File: src/rtl/accum_writeback_buffer.sv
// Queues core write-back beats as {addr,data} and drains them to the host over valid/ready. Halt flushes the queue, then raises done.
// Push is visible one cycle later with no fall-through. A full queue drops writes unless it pops in the same cycle, and a dropped write sets overflow.
module accum_writeback_buffer #(
    parameter int DEPTH = 8,
    parameter int AW    = 6,
    parameter int DW    = 8
) (
    input  logic          clk,
    input  logic          rst_n,
    input  logic          wr_en,
    input  logic [AW-1:0] wr_addr,
    input  logic [DW-1:0] wr_data,
    input  logic          halt_in,
    output logic [DW-1:0] acc_out,
    output logic          out_valid,
    input  logic          out_ready,
    output logic [AW-1:0] out_addr,
    output logic [DW-1:0] out_data,
    output logic          full,
    output logic          overflow,
    output logic          done
);
    localparam int PW = $clog2(DEPTH);

    typedef enum logic [1:0] {S_RUN, S_DRAIN, S_DONE} state_e;

    state_e              state_q, state_d;
    logic [PW-1:0]       wr_ptr_q, wr_ptr_d, rd_ptr_q, rd_ptr_d;
    logic [PW:0]         cnt_q, cnt_d;
    logic [DW-1:0]       acc_q, acc_d;
    logic                ovf_q, ovf_d;
    logic [AW+DW-1:0]    mem_q [DEPTH];

    logic full_w, pop, wr_req, push;

    always_comb begin
        full_w   = (cnt_q == (PW+1)'(DEPTH));
        pop      = (cnt_q != '0) && out_ready;
        wr_req   = (state_q == S_RUN) && wr_en;
        // A full queue can still take a write when the head leaves on the same edge.
        push     = wr_req && (!full_w || pop);
        wr_ptr_d = push ? wr_ptr_q + PW'(1) : wr_ptr_q;
        rd_ptr_d = pop  ? rd_ptr_q + PW'(1) : rd_ptr_q;
        cnt_d    = cnt_q + (PW+1)'(push) - (PW+1)'(pop);
        acc_d    = wr_req ? wr_data : acc_q;
        ovf_d    = ovf_q | (wr_req && !push);
    end

    always_comb begin
        state_d = state_q;
        case (state_q)
            S_RUN:   if (halt_in) state_d = S_DRAIN;
            S_DRAIN: if (cnt_q == '0) state_d = S_DONE;
            S_DONE:  state_d = S_DONE;
            default: state_d = S_RUN;
        endcase
    end

    always_ff @(posedge clk or negedge rst_n) begin
        if (!rst_n) begin
            state_q  <= S_RUN;
            wr_ptr_q <= '0;
            rd_ptr_q <= '0;
            cnt_q    <= '0;
            acc_q    <= '0;
            ovf_q    <= 1'b0;
        end else begin
            state_q  <= state_d;
            wr_ptr_q <= wr_ptr_d;
            rd_ptr_q <= rd_ptr_d;
            cnt_q    <= cnt_d;
            acc_q    <= acc_d;
            ovf_q    <= ovf_d;
        end
    end

    always_ff @(posedge clk) begin
        if (push) mem_q[wr_ptr_q] <= {wr_addr, wr_data};
    end

    assign acc_out             = acc_q;
    assign out_valid           = (cnt_q != '0);
    assign {out_addr, out_data} = mem_q[rd_ptr_q];
    assign full                = full_w;
    assign overflow            = ovf_q;
    assign done                = (state_q == S_DONE);
endmodule

File: config.mk
export PLATFORM = sky130hd
export DESIGN_NAME = accum_writeback_buffer
export DESIGN_NICKNAME = d
export VERILOG_FILES = /design/src/rtl/accum_writeback_buffer.sv
export SDC_FILE = /design/constraint.sdc
export NUM_CORES = 1
export LEC_CHECK = 0
export CELL_PAD_IN_SITES_DETAIL_PLACEMENT = 1
export CELL_PAD_IN_SITES_GLOBAL_PLACEMENT = 1
export CORE_MARGIN = 5
export CORE_UTILIZATION = 45
export DETAILED_ROUTE_END_ITERATION = 6
export PLACE_DENSITY_LB_ADDON = 0.1
export SETUP_SLACK_MARGIN = 0.15
export SYNTH_ARGS = -nofsm -noshare
export SYNTH_HDL_FRONTEND = slang
export SYNTH_SLANG_ARGS = --single-unit
File: constraint.sdc
create_clock -name clk -period 4.5 [get_ports clk]
set_clock_uncertainty 0.05 [all_clocks]
set_input_delay 0.9 -clock clk [delete_from_list [all_inputs] [get_ports clk]]
set_output_delay 0.9 -clock clk [all_outputs]
set_load 0.005 [all_outputs]
# After elaboration in Yosys (flattened, before gate mapping)
# Memories as Yosys holds them, arrays and structs flattened.
# Cells that the tools add are included.
[totals]
ff_bits = 21
out_inout_bits = 26
elab_cells = 33
ramBits = 112
mem_count = 1
in_bits = 19
[memory_table]
columns = ["name", "depth", "width", "rd", "rd_clocked_by_memory_dff", "write_ports", "line_no", "rtl"]
rows = [
  ["mem_q", 8, 14, 1, 0, 1, "32", "logic [AW+DW-1:0] mem_q [DEPTH];"],
]
[op_classes]
add_sub_neg = 4
n_bitwise = 1
n_mux = 5
n_reduce_logical = 11
eq_ne = 5
[ops]
columns = ["op", "count"]
rows = [
  ["adder 3 x 1 -> 3 bit, second input constant", 2],
  ["case mux 2 bit (3 select lines)", 1],
  ["adder 4 x 1 -> 4 bit", 1],
  ["equality test 4 bit, second input constant", 1],
  ["logical AND 1 bit", 4],
  ["logical NOT 4 bit", 1],
  ["2-to-1 mux 2 bit", 2],
  ["inequality test 2 bit, second input constant", 2],
  ["nonzero test 4 bit", 1],
  ["subtractor 4 x 1 -> 4 bit", 1],
  ["equality test 2 x 1 -> 1 bit, second input constant", 1],
  ["equality test 2 bit, second input constant", 1],
  ["logical NOT 1 bit", 2],
  ["logical NOT 2 bit", 1],
  ["2-to-1 mux 1 bit", 2],
  ["AND reduction 2 bit", 1],
  ["logical OR 1 bit", 1],
  ["OR 1 bit", 1],
]

# Logic depth before layout (Yosys ltp)
[logic_depth]
ltp_word = 7
mapped_depth = 10
ltp_nobuf = 9

# Least setup slack after synthesis
# OpenSTA, ideal clock, no wires.
[synth_timing]
kind = "input -> register"
from = "input port out_ready"
to = "memory mem_q[0][0] in the netlist's numbering, enable pin"
setup_ns = 0.421
n_path_buf = 0
t_arrival_ns = 2.701
t_required_ns = 4.029
path_stages = 3
path_slack_ns = 1.328
cell_sequence = "nor2b_1 o21ai_4 nor4_1"
[synth_between]
elab_chain_cells = 5
[synth_lines]
columns = ["item", "line_no", "rtl"]
rows = [
  ["from (decl)", "16", "input logic out_ready,"],
  ["logical AND 1 bit", "38", "pop = (cnt_q != '0) && out_ready;"],
  ["logical OR 1 bit", "41", "push = wr_req && (!full_w || pop);"],
  ["logical AND 1 bit", "41", ""],
  ["2-to-1 mux 1 bit", "78", "if (push) mem_q[wr_ptr_q] <= {wr_addr, wr_data};"],
  ["2-to-1 mux 1 bit (not written as such)", "78", ""],
  ["to (decl)", "32", ""],
]
# No other way between the ends.

# Worst setup path in the final report
[layout_timing]
from = "register rd_ptr_q[2]"
to = "output port out_data[7]"
[layout_between]
elab_chain_cells = 1
[layout_lines]
columns = ["item", "line_no", "rtl"]
rows = [
  ["from (decl)", "28", "logic [PW-1:0] wr_ptr_q, wr_ptr_d, rd_ptr_q, rd_ptr_d;"],
  ["from (signal assigned)", "70", "rd_ptr_q <= rd_ptr_d;"],
  ["memory (8 x 14 bit)", "-", ""],
  ["to (decl)", "18", "output logic [DW-1:0] out_data,"],
]
# No other way between the ends.

==> summary.md <==
| Metric | Value |
|---|---|
| Worst Hold Path EP | `acc_out[5]` |
| Clock buffer depth | `2` |
| First-pass GRT wire length | `17390 µm` |
| Mapped Cells | `271` |
| Worst hold path class | `flip-flop to flip-flop` |
| Area grow syn2layout | `22.43%` |
| CTS root buf | `clkbuf_16` |
| Fin crit share | `78.16%` |
| Total detailed-routing wirelength | `10910 µm` |
| Hold slack final | `0.4233 ns` |
| Initial antenna violation count | `0` |
| Critical path type | `flip-flop to output port` |
| Share of cells above drive strength 1 | `22.00%` |
| Final #Nets | `368` |
| Post-CTS Hold Fix Bufs | `0` |
| Largest fanout on the critical path | `20` |
| Die X | `119.5 µm` |
| Library cells used by synthesis | `32` |
| R2r setup slk | `2.04 ns` |
| HPWL after DPL | `6908 µm` |
| Slew margin rel. | `26.62%` |
| Row count | `40` |
| Critical Path RT | `3.55 ns` |
| Clock Latency Late Sink | `0.41 ns` |
| CP arrival | `2.57 ns` |
| Largest net degree at the start of global routing | `22` |
| PostCTS Resize Cnt | `0` |
| VDD IR max | `0.2946 mV` |
| Post-synth ARST share | `15.79%` |
| Starting Density | `45.52%` |
| Unrepaired setup endpoints after global routing | `false` |
| Total CTS buffers | `17` |
| Reg2reg start | `cnt_q[2]` |
| Number of flops mapped to enable cells by yosys | `112` |
| Largest cells by area after synthesis | `edfxtp_1 (62%), dfrtp_1 (9.7%), mux4_1 (6.8%)` |
| Placed cell count | `465` |
| Syn Area/Cell | `19.92 µm²` |
| Setup tns final | `0 ns` |
| DP Worst Slack | `1.371 ns` |
| Max_cap viols | `0` |
| Port buffer count | `44` |
| Clock sinks | `133` |
| Sequential area share after synthesis | `72.03%` |
| Area share of the largest cell type after synthesis | `62.29%` |
| # setup viols final | `0` |
| Wire per inst | `21.96 µm` |
| Main synth FF type | `edfxtp_1` |
| Reg2Reg Capture Point | `cnt_q[1]` |
| Fillers | `1079` |
| Die Y | `119.5 µm` |
| HP Start | `acc_out[5]` |
| Mapped cell area | `5399 µm²` |
| Final slew viol count | `0` |
| R2R cell count | `9` |
| Yosys reg bits | `133` |
| Final min period | `3.517 ns` |
| DRT Pass-1 Iters | `4` |
| TritonCTS clock tree | `yes` |
| IO Pins | `45` |
| H-tree depth | `4` |
| Detail Route Antenna Nets | `0` |
| Initial detailed-routing violation count | `151` |
| Die area | `14290 µm²` |
| Total GRT Usage | `16.95%` |
| Nature of the critical path startpoint | `flip-flop` |
| Aggregate global routing overflow | `0` |
| Clock slew at reported path FFs | `0.05 ns` |
| Largest area contributor in the netlist | `edfxtp_1` |
| Status | `complete, no violations` |
| Final instance count without filler cells | `497` |
| Vias in the first global route | `2992` |
| Commonest cells post-synth | `edfxtp_1 (112), nand2_1 (28), dfrtp_1 (21)` |
| N_diodes | `0` |
| Routability cong. | `0.7098` |
| F_max | `284.3 MHz` |
| CP Capture Type | `output port` |
| Top-count cell post-synth | `edfxtp_1` |
| Worst Tran Pin Value | `1.101 ns` |
| Worst Setup Slack, final | `0.9830 ns` |
| Yosys warning total | `0` |
| CORE AREA | `11860 µm²` |
| WHS Path Cells | `2` |
| Total number of vias | `2648` |
| Hold Fails Final Rpt | `0` |
| Via density | `5.328` |
| Remaining DRCs | `0` |
| Static leakage | `2.390 nW` |
| P per Cell Area | `639.1 nW/µm²` |
| Mapped Nets | `302` |
| # Post-CTS Setup Buffers | `0` |
==> layer usage <==
metal	part of all wire (%)	routed length, µm	track usage (%)	vias to the layer above
li1	-	-	-	1202
met1	42	4627	20.36	1393
met2	53	5733	28.64	43
met3	3.6	397	5.184	10
met4	1.4	156	6.800	0
met5	0	0	0	-
==> final cells by class <==
type / instances / area [µm²] / share of cell area (%)
Clock buffer: 21 / 440.4 / 6.663
Clock inverter: 11 / 86.33 / 1.306
Inverter: 10 / 37.54 / 0.5679
Multi-Input combinational cell: 117 / 1428 / 21.60
Sequential cell: 133 / 3889 / 58.83
Tap cell: 147 / 183.9 / 2.783
Timing Repair Buffer: 58 / 545.5 / 8.253
==> logic make-up (layout without fill, tap and decap cells) <==
group	Yosys count	in the layout	share of synthesized area [%]
DFF	133	133	72.03
muxes	47	47	17.22
and+or+nand+nor	45	45	3.731
buffers and inverters	21	100	2.016
adders and majority gates	12	12	2.920
AOI/OAI and AO/OA	7	7	1.112
xor gates and xnor gates	6	6	0.9733
==> state kept, by name, summed over array words and instances, names as in the netlist <==
| name | flops |
|---|---|
| state_q | 2 |
| acc_out | 8 |
| overflow | 1 |
| cnt_q | 4 |
| rd_ptr_q | 3 |
| wr_ptr_q | 3 |
| mem_q | 112 |
==> how the worst max path moves through the flow <==
stage | startpoint | end | slack [ns] | cells past startpoint
floorplan | out_ready | mem_q[0][0] | 1.33 | 3
global placement | rd_ptr_q[2] | out_data[1] | 1.40 | 4
detailed placement | out_ready | mem_q[4][0] | 1.37 | 5
CTS | rd_ptr_q[2] | out_data[1] | 0.93 | 4
global route | rd_ptr_q[2] | out_data[7] | 0.87 | 4
finish | rd_ptr_q[2] | out_data[7] | 0.98 | 4
==> stage by stage <==
step / utilization [%] / power (W) / cell area [µm²]
4_1_cts: 55.73 / 0.004297 / 6610
5_1_grt: 55.73 / 0.004465 / 6610
2_1_floorplan: - / 0.002478 / 5399
3_3_place_gp: 51.29 / 0.003011 / 6083
3_5_place_dp: 51.29 / 0.003050 / 6083
6_report: 55.73 / 0.004225 / 6610
==> where the power goes <==
part / leakage [nW] / internal (W) / total [W] / switching (W)
clock: 0.245 / 0.000748 / 0.00123 / 0.000483
combinational: 0.885 / 0.000787 / 0.00132 / 0.000537
sequential: 1.26 / 0.00151 / 0.00167 / 0.000157
total: 2.39 / 0.00305 / 0.00422 / 0.00118
==> cells in the final DEF, fill, tap and decap left out, types with 2 or more instances in the layout <==
cell type,instances
buf_4,14
clkbuf_1,4
clkbuf_16,17
clkdlybuf4s50_1,44
clkinv_1,3
clkinv_2,3
clkinvlp_4,4
dfrtp_1,21
edfxtp_1,112
ha_1,11
inv_1,10
mux2_2,8
mux2_4,9
mux4_1,14
mux4_2,14
nand2_1,28
nand2b_1,2
nand3_1,2
nor2_1,3
nor2b_1,2
nor3_2,4
o211ai_1,2
or3b_1,2
xnor2_1,5
==> worst max-delay path: stages (launching register included) <==
cell and delay (ns):
dfrtp_1 0.63, buf_4 0.40, mux4_1 0.38, mux2_4 0.29, clkdlybuf4s50_1 0.45
Power figures use the tool's default switching activity.
